$ cat src/rtl/emg_bargraph_pkg.sv
// ----------------------------------------------------------------------------
// emg_bargraph_pkg
// Shared types and helpers for the EMG bar-graph display.
//   peak_state_t : peak-tracker state (IDLE / HOLD / DECAY)
//   thermo       : thermometer pattern, LED i lit when level > i
//   onehot_dot   : single peak-dot LED at index peak-1 (none when peak is 0)
// Both LED helpers return a LED_MAX-wide vector. LED_MAX covers the largest
// legal NLED (2**16). Callers use only the low NLED bits.
// ----------------------------------------------------------------------------
package emg_bargraph_pkg;

  localparam int unsigned LED_MAX = 65536;

  typedef enum logic [1:0] {
    IDLE  = 2'd0,
    HOLD  = 2'd1,
    DECAY = 2'd2
  } peak_state_t;

  function automatic logic [LED_MAX-1:0] thermo(input int unsigned lvl,
                                                input int unsigned nled);
    logic [LED_MAX-1:0] t;
    t = '0;
    for (int unsigned i = 0; i < nled; i++) begin
      if (i < LED_MAX && lvl > i) t[i] = 1'b1;
    end
    return t;
  endfunction

  function automatic logic [LED_MAX-1:0] onehot_dot(input int unsigned pk,
                                                    input int unsigned nled);
    logic [LED_MAX-1:0] r;
    r = '0;
    if (pk != 0 && pk <= nled && pk <= LED_MAX) r[pk-1] = 1'b1;
    return r;
  endfunction

endpackage

$ cat src/rtl/emg_bargraph_peak.sv
// ----------------------------------------------------------------------------
// emg_peak_tracker
// Peak-hold / decay tracker for the bar-graph level.
// After a rise, the peak is held for HOLD_CYCLES. It then steps down one LED
// every DECAY_CYCLES until it meets the current level.
// Ports:
//   clk        in   rising-edge clock
//   reset      in   asynchronous, active-high reset
//   level      in   current bar height 0..NLED
//   peak_level out  held peak height 0..NLED (registered)
//   state      out  tracker state, used by the top for dot blinking
// ----------------------------------------------------------------------------
module emg_peak_tracker
  import emg_bargraph_pkg::*;
#(
  parameter int unsigned NLED         = 8,
  parameter int unsigned HOLD_CYCLES  = 50_000_000,
  parameter int unsigned DECAY_CYCLES = 5_000_000
) (
  input  logic                       clk,
  input  logic                       reset,
  input  logic [$clog2(NLED+1)-1:0]  level,
  output logic [$clog2(NLED+1)-1:0]  peak_level,
  output peak_state_t                state
);

  localparam int unsigned LW      = $clog2(NLED + 1);
  localparam int unsigned CNT_MAX = (HOLD_CYCLES > DECAY_CYCLES) ? HOLD_CYCLES : DECAY_CYCLES;
  localparam int unsigned CW      = (CNT_MAX > 1) ? $clog2(CNT_MAX) : 1;
  localparam logic [CW-1:0] HOLD_LOAD  = CW'(HOLD_CYCLES - 1);
  localparam logic [CW-1:0] DECAY_LOAD = CW'(DECAY_CYCLES - 1);

  peak_state_t   state_p2, state_nxt;
  logic [LW-1:0] peak_p2, peak_nxt, peak_dec;
  logic [CW-1:0] cnt_p2, cnt_nxt;

  // ---- stage p2: peak register, one clock behind level ----
  always_ff @(posedge clk or posedge reset) begin
    if (reset) begin
      state_p2 <= IDLE;
      peak_p2  <= '0;
      cnt_p2   <= '0;
    end else begin
      state_p2 <= state_nxt;
      peak_p2  <= peak_nxt;
      cnt_p2   <= cnt_nxt;
    end
  end

  always_comb begin
    state_nxt = state_p2;
    peak_nxt  = peak_p2;
    cnt_nxt   = cnt_p2;
    peak_dec  = peak_p2 - LW'(1);

    if (level > peak_p2) begin
      // A rise always wins, including over a decay step due this cycle.
      peak_nxt  = level;
      cnt_nxt   = HOLD_LOAD;
      state_nxt = HOLD;
    end else if (state_p2 == HOLD && cnt_p2 == '0) begin
      if (peak_p2 > level) begin
        state_nxt = DECAY;
        cnt_nxt   = DECAY_LOAD;
      end else begin
        state_nxt = IDLE;
      end
    end else if (state_p2 == DECAY && level == peak_p2) begin
      // Level caught up with the falling peak: stop here, never undercut it.
      state_nxt = IDLE;
      cnt_nxt   = '0;
    end else if (state_p2 == DECAY && cnt_p2 == '0) begin
      peak_nxt = peak_dec;
      if (peak_dec > level) cnt_nxt = DECAY_LOAD;
      else                  state_nxt = IDLE;
    end else if (state_p2 == IDLE && peak_p2 > level) begin
      // Level fell after the hold had already expired: resume decaying.
      state_nxt = DECAY;
      cnt_nxt   = DECAY_LOAD;
    end else if (cnt_p2 != '0) begin
      cnt_nxt = cnt_p2 - CW'(1);
    end
  end

  assign peak_level = peak_p2;
  assign state      = state_p2;

endmodule

$ cat src/rtl/emg_bargraph.sv
// ----------------------------------------------------------------------------
// emg_bargraph
// EMG envelope level display. Registers an envelope sample on d_valid and
// quantises it to a bar height of 0..NLED. Drives a thermometer bar with a
// peak-hold dot overlaid.
// Ports:
//   clk        in   rising-edge clock
//   reset      in   asynchronous, active-high reset
//   d          in   envelope sample (DW bits)
//   d_valid    in   d is captured when high
//   leds       out  bar | peak dot, leds[0] is the lowest LED
//   level      out  current bar height 0..NLED
//   peak_level out  held peak height 0..NLED
// Optional build macro EMG_BARGRAPH_BLINK_EN:
//   The peak dot blinks at clk / 2**(BLINK_DIV+1) while the peak is decaying.
//   It is steady otherwise. Without the macro, the dot is always steady and no
//   blink counter is built.
// ----------------------------------------------------------------------------
module emg_bargraph
  import emg_bargraph_pkg::*;
#(
  parameter int unsigned DW           = 8,
  parameter int unsigned NLED         = 8,
  parameter int unsigned HOLD_CYCLES  = 50_000_000,
  parameter int unsigned DECAY_CYCLES = 5_000_000,
  parameter int unsigned BLINK_DIV    = 24
) (
  input  logic                       clk,
  input  logic                       reset,
  input  logic [DW-1:0]              d,
  input  logic                       d_valid,
  output logic [NLED-1:0]            leds,
  output logic [$clog2(NLED+1)-1:0]  level,
  output logic [$clog2(NLED+1)-1:0]  peak_level
);

  localparam int unsigned LW    = $clog2(NLED + 1);
  localparam int unsigned SHIFT = DW - $clog2(NLED);

  // (s + 1) >> SHIFT in DW+1 bits. All-ones maps to NLED without overflow.
  // This reproduces the legacy thresholds (i+1)*2**DW/NLED - 1.
  function automatic logic [LW-1:0] quantise(input logic [DW-1:0] s);
    logic [DW:0] sum;
    sum = {1'b0, s} + (DW+1)'(1);
    return LW'(sum >> SHIFT);
  endfunction

  logic [DW-1:0]      s_p0;
  logic [LW-1:0]      level_p1;
  logic [LW-1:0]      peak_p2;
  peak_state_t        pk_state_p2;
  logic               blink_on;
  logic               dot_on;
  logic [LED_MAX-1:0] bar_all;
  logic [LED_MAX-1:0] dot_all;

  // ---- stage p0: sample register ----
  always_ff @(posedge clk or posedge reset) begin
    if (reset)        s_p0 <= '0;
    else if (d_valid) s_p0 <= d;
  end

  // ---- stage p1: quantised bar height ----
  always_ff @(posedge clk or posedge reset) begin
    if (reset) level_p1 <= '0;
    else       level_p1 <= quantise(s_p0);
  end

  // ---- stage p2: peak tracker ----
  emg_peak_tracker #(
    .NLED         (NLED),
    .HOLD_CYCLES  (HOLD_CYCLES),
    .DECAY_CYCLES (DECAY_CYCLES)
  ) u_peak (
    .clk        (clk),
    .reset      (reset),
    .level      (level_p1),
    .peak_level (peak_p2),
    .state      (pk_state_p2)
  );

`ifdef EMG_BARGRAPH_BLINK_EN
  logic [BLINK_DIV:0] blink_cnt;

  always_ff @(posedge clk or posedge reset) begin
    if (reset) blink_cnt <= '0;
    else       blink_cnt <= blink_cnt + (BLINK_DIV+1)'(1);
  end

  assign blink_on = blink_cnt[BLINK_DIV];
`else
  assign blink_on = 1'b1;
`endif

  // The dot only blinks while decaying. The bar itself never blinks.
  assign dot_on = (pk_state_p2 != DECAY) | blink_on;

  // The dot is OR-ed into the bar, so it disappears when it sits on the bar top.
  always_comb begin
    bar_all = thermo(32'(level_p1), NLED);
    dot_all = onehot_dot(32'(peak_p2), NLED);
    leds    = '0;
    for (int unsigned i = 0; i < NLED; i++) begin
      leds[i] = bar_all[i] | (dot_on & dot_all[i]);
    end
  end

  assign level      = level_p1;
  assign peak_level = peak_p2;

endmodule

$ cat config.mk
export PLATFORM = sky130hd
export DESIGN_NAME = emg_bargraph
export DESIGN_NICKNAME = d
export VERILOG_FILES = /design/src/rtl/emg_bargraph_pkg.sv /design/src/rtl/emg_bargraph_peak.sv /design/src/rtl/emg_bargraph.sv
export SDC_FILE = /design/constraint.sdc
export NUM_CORES = 1
export LEC_CHECK = 0
export ABC_AREA = 1
export CAP_MARGIN = 0
export CORE_AREA = 8 8 134 74
export DETAILED_ROUTE_END_ITERATION = 6
export DIE_AREA = 0 0 142 82
export PLACE_DENSITY_LB_ADDON = 0.12
export SETUP_SLACK_MARGIN = 0.4
export SLEW_MARGIN = 10
export SYNTH_ARGS = -nofsm -noshare
export SYNTH_HDL_FRONTEND = slang
export SYNTH_SLANG_ARGS = --single-unit
$ cat constraint.sdc
create_clock -name clk -period 2.9 [get_ports clk]
set_input_delay 0.58 -clock clk [delete_from_list [all_inputs] [get_ports clk]]
set_output_delay 0.58 -clock clk [all_outputs]
set_load 0.05 [all_outputs]
==> summary.md <==
| Metric | Value |
|---|---|
| Status | finished, final reports clean |
| Clk buf depth | 2 |
| Int Pwr | 1.70 mW |
| Share of total power in sequential cells | roughly a quarter |
| Final WS setup | 0.440 ns |
| Setup tns final | 0 ns |
| Pins over their slew limit | 0 |
| Final global-route overflow total | 0 |
| Syn avg cell area | roughly 7.7 um2 |
| Clk_lat worst skew | 0.30 ns |
| Crit-path cells | inv_4 -> ha_4 -> inv_2 -> nor2_4 -> inv_2 -> nor2_1 -> inv_1 -> nand3b_1 -> inv_2 -> nand2_1 -> o211ai_1 -> clkbuf_16 |
| Mapped Cells | 402 |
| Crit path from | u_peak.peak_level[1] |
| Max-cap viol count | 0 |
| Slowest CP cell | dfrtp_2 |
| DR pass1 iterations | 6 |
| Final Setup Violations | 0 |
| Routed len/inst | between 15 and 20 um |
| Area of the multi-input gates | 1890 um2 |
| DR top layer | met4 |
| CP max FO | 6 |
| Die width | 142 um |
| Placed Instances | between 500 and 600 |
| Die height | approximately 80 um |
| Share of cells above drive strength 1 | approximately 26% |
| Seq cells post-synth | between 40 and 50 |
| P_sw | 1.38 mW |
| Worst Setup EP | leds[6] |
| Most frequent cell after synthesis | nand2_1 |
| Area grow syn2layout | 29.3% |
| Pwr/cell area | 775 nW/um2 |
| Top cell by count, worst path | inv_2 |
| DRT iter0 DRCs | ~220 |
| RD Place Congestion | between 0.8 and 0.9 |
| Largest net degree at the start of global routing | 39 |
| DRT Wirelength | approximately 9.1 mm |
| Kind of start point of the critical path | register |
| Synthesized cell area | 3080 um2 |
| Met2 WL post-DR | about 3.4 mm |
| Register area share after synthesis | between 30% and 40% |
| H-Tree Depth | 2 |
| Slew margin rel. | between 40 and 50% |
| Clock share of power | 21.9% |
| Overall routing resource usage | ~16% |
| Post-route DRC | 0 |
| Non-filler cells, final | around 570 |
| Period utilization | approximately 85% |
| First-pass GRT wire length | around 14 mm |
| Fmax | between 0.4 and 0.5 GHz |
| Clk slew on worst S/H paths | about 0.07 ns |
| Arr. time, crit path | about 1.9 ns |
| DP Wirelength | approximately 6.5 mm |
| Final core utilization | about half |
| Netlist cell types | 32 |
| Final Hold Slack | about 0.50 ns |
| Most used flip-flop cell after synthesis | dfrtp_1 |
| Place WS | about 0.29 ns |
| I/O Pins | 27 |
| ANT cells | 0 |
| Comb pwr share | between 50% and 60% |
| Detail Route met3 WL | approximately 930 um |
| # rows | 24 |
| R2r startpoint | u_peak.peak_level[1] |
| CP required | 2.32 ns |
| WS Path Type | register to output pin |
| Worst stage delay on the critical path | 0.43 ns |
| Final min period | 2.46 ns |
| Initial core utilization | roughly 38% |
| Sink Count | 44 |
| Final #Nets | between 400 and 500 |
| R2r worst-path depth | 15 |
| Post-synth EDFFs | 0 |
| Mapped Nets | roughly 430 |
| Core footprint | a little over 8000 um2 |
| R2r setup slk | approximately 0.50 ns |
| Commonest cells post-synth | nand2_1 (71), nor2_1 (52), dfrtp_1 (44) |
| Sw Share | around 45% |
| FILL cells | about 800 |
| TritonCTS Buffers | 5 |
| Post-synth top area share | between 30% and 40% |
| Vias in the first global route | around 2500 |
| Setup crit end kind | output pin |
| Initial antenna violation count | 0 |
| TritonCTS clock tree | done |
| Hold buffer count at cts | 0 |
| Vias per cell | 5.22 |
| Async SR Flop Fraction | 100% |
| Vias | 2962 |
| Largest cells by area after synthesis | dfrtp_1 (36%), nand2_1 (8.7%), nor2_1 (6.3%) |
| Clock skew | around 0.0048 ns |
| Reg area | ~1100 um2 |
| RSZ-0062 raised after global routing | yes |
| Lkg Pwr | about 1.8 nW |
| PortBufs | 26 |
| Slew @ Worst Pin | slightly below 0.8 ns |
| Fin. Hold Viols | 0 |
| Synth Warn # | 0 |
| Post-route antenna net violation count | 0 |
| Root Buffer | clkbuf_16 |
| M1 wire length | ~4.7 mm |
| Peak VDD IR | 0.379 mV |
| Hold Path Class | register to register |
| Crit Reg-Reg Endpoint | u_peak.cnt_p2[0] |
| Die area | approximately 12000 um2 |
| Area leader, netlist | dfrtp_1 |
-- repair_timing --
action	in CTS	in global routing
gates cloned	1	2
buffers inserted	3	9
pin swaps	0	10
endpoints found under the setup margin	34	32
gates resized for setup	10	27
-- power groups by stage --
| stage | Clock [mW] | Combinational, mW | Sequential (mW) |
|---|---|---|---|
| finish | 0.676 | 1.66 | 0.746 |
| global route | 0.714 | 1.80 | 0.753 |
| CTS | 0.690 | 1.43 | 0.740 |
| detailed placement | 0 | 1.35 | 0.754 |
| global placement | 0 | 1.36 | 0.751 |
| floorplan | 0 | 0.814 | 0.825 |
-- state kept, by name (all words and copies together), names as in the netlist --
| signal | count |
|---|---|
| u_peak.cnt_p2 | 26 |
| s_p0 | 8 |
| level | 4 |
| u_peak.peak_level | 4 |
| u_peak.state | 2 |
-- how the worst min path moves through the flow --
stage / from / end / cells after the start
detailed placement: u_peak.cnt_p2[1] / u_peak.cnt_p2[1] / 2
floorplan: u_peak.cnt_p2[1] / u_peak.cnt_p2[1] / 2
global route: u_peak.cnt_p2[1] / u_peak.cnt_p2[1] / 2
CTS: u_peak.cnt_p2[1] / u_peak.cnt_p2[1] / 2
finish: s_p0[7] / level[2] / 2
global placement: u_peak.cnt_p2[1] / u_peak.cnt_p2[1] / 2
-- worst max-delay path, delay by kind of cell, from the launching register on --
kind | cells | cell delay [ns]
buffers and inverters | 6 | 0.52
flip-flops | 1 | 0.43
AND/OR/NAND/NOR | 4 | 0.36
adder cells (fa/ha/maj) | 1 | 0.15
AO/OA/AOI/OAI | 1 | 0.12
-- per-stage QoR --
step	area [um2]	power (mW)
floorplan	3080	1.64
global placement	3550	2.11
detailed placement	3550	2.10
CTS	3790	2.86
global route	3980	3.26
finish	3980	3.08
-- layout make-up --
type                    instances  share of cell area [%]
multi-input cells             304                    47.6
clock buffers                   5                    3.15
repair buffers                 45                    11.8
clock inverters                 3                    1.16
inverters                      49                    4.81
well taps                     117                    3.68
flip-flops and latches         44                    27.8
-- placed cells by master, fill, tap and decap left out, types with 5 or more instances in the layout --
cell type and count:
a21oi_2 6, buf_4 21, nand3_2 6, nor2_2 19, nand3_4 5, clkdlybuf4s50_1 18, xnor2_1 6, nand2_1 69
mux2_2 5, nand2_2 6, o211ai_1 5, clkbuf_16 7, xor2_1 13, o21ai_0 15, nand3_1 30, ha_1 12
nand4_1 10, a21oi_1 18, nor2_4 6, dfrtp_1 41, inv_1 31, nor2_1 50, inv_2 14
-- routing by layer --
| metal | global-route usage [%] | vias up |
|---|---|---|
| li1 | - | 1410 |
| met1 | 25.1 | 1419 |
| met2 | 19.5 | 129 |
| met3 | 4.41 | 4 |
| met4 | 3.51 | 0 |
| met5 | 0 | - |
-- kinds of logic after synthesis --
logic type | count (synthesis) | synth area share, %
adder cells (fa/ha/maj) | 14 | 5.70
buffers and inverters | 57 | 7.44
flip-flops | 44 | 35.8
AO/OA/AOI/OAI | 52 | 10.0
XOR/XNOR | 20 | 5.70
multiplexers | 5 | 1.83
AND/OR/NAND/NOR | 210 | 33.5
Note: power is estimated with default switching activity, not from simulation.
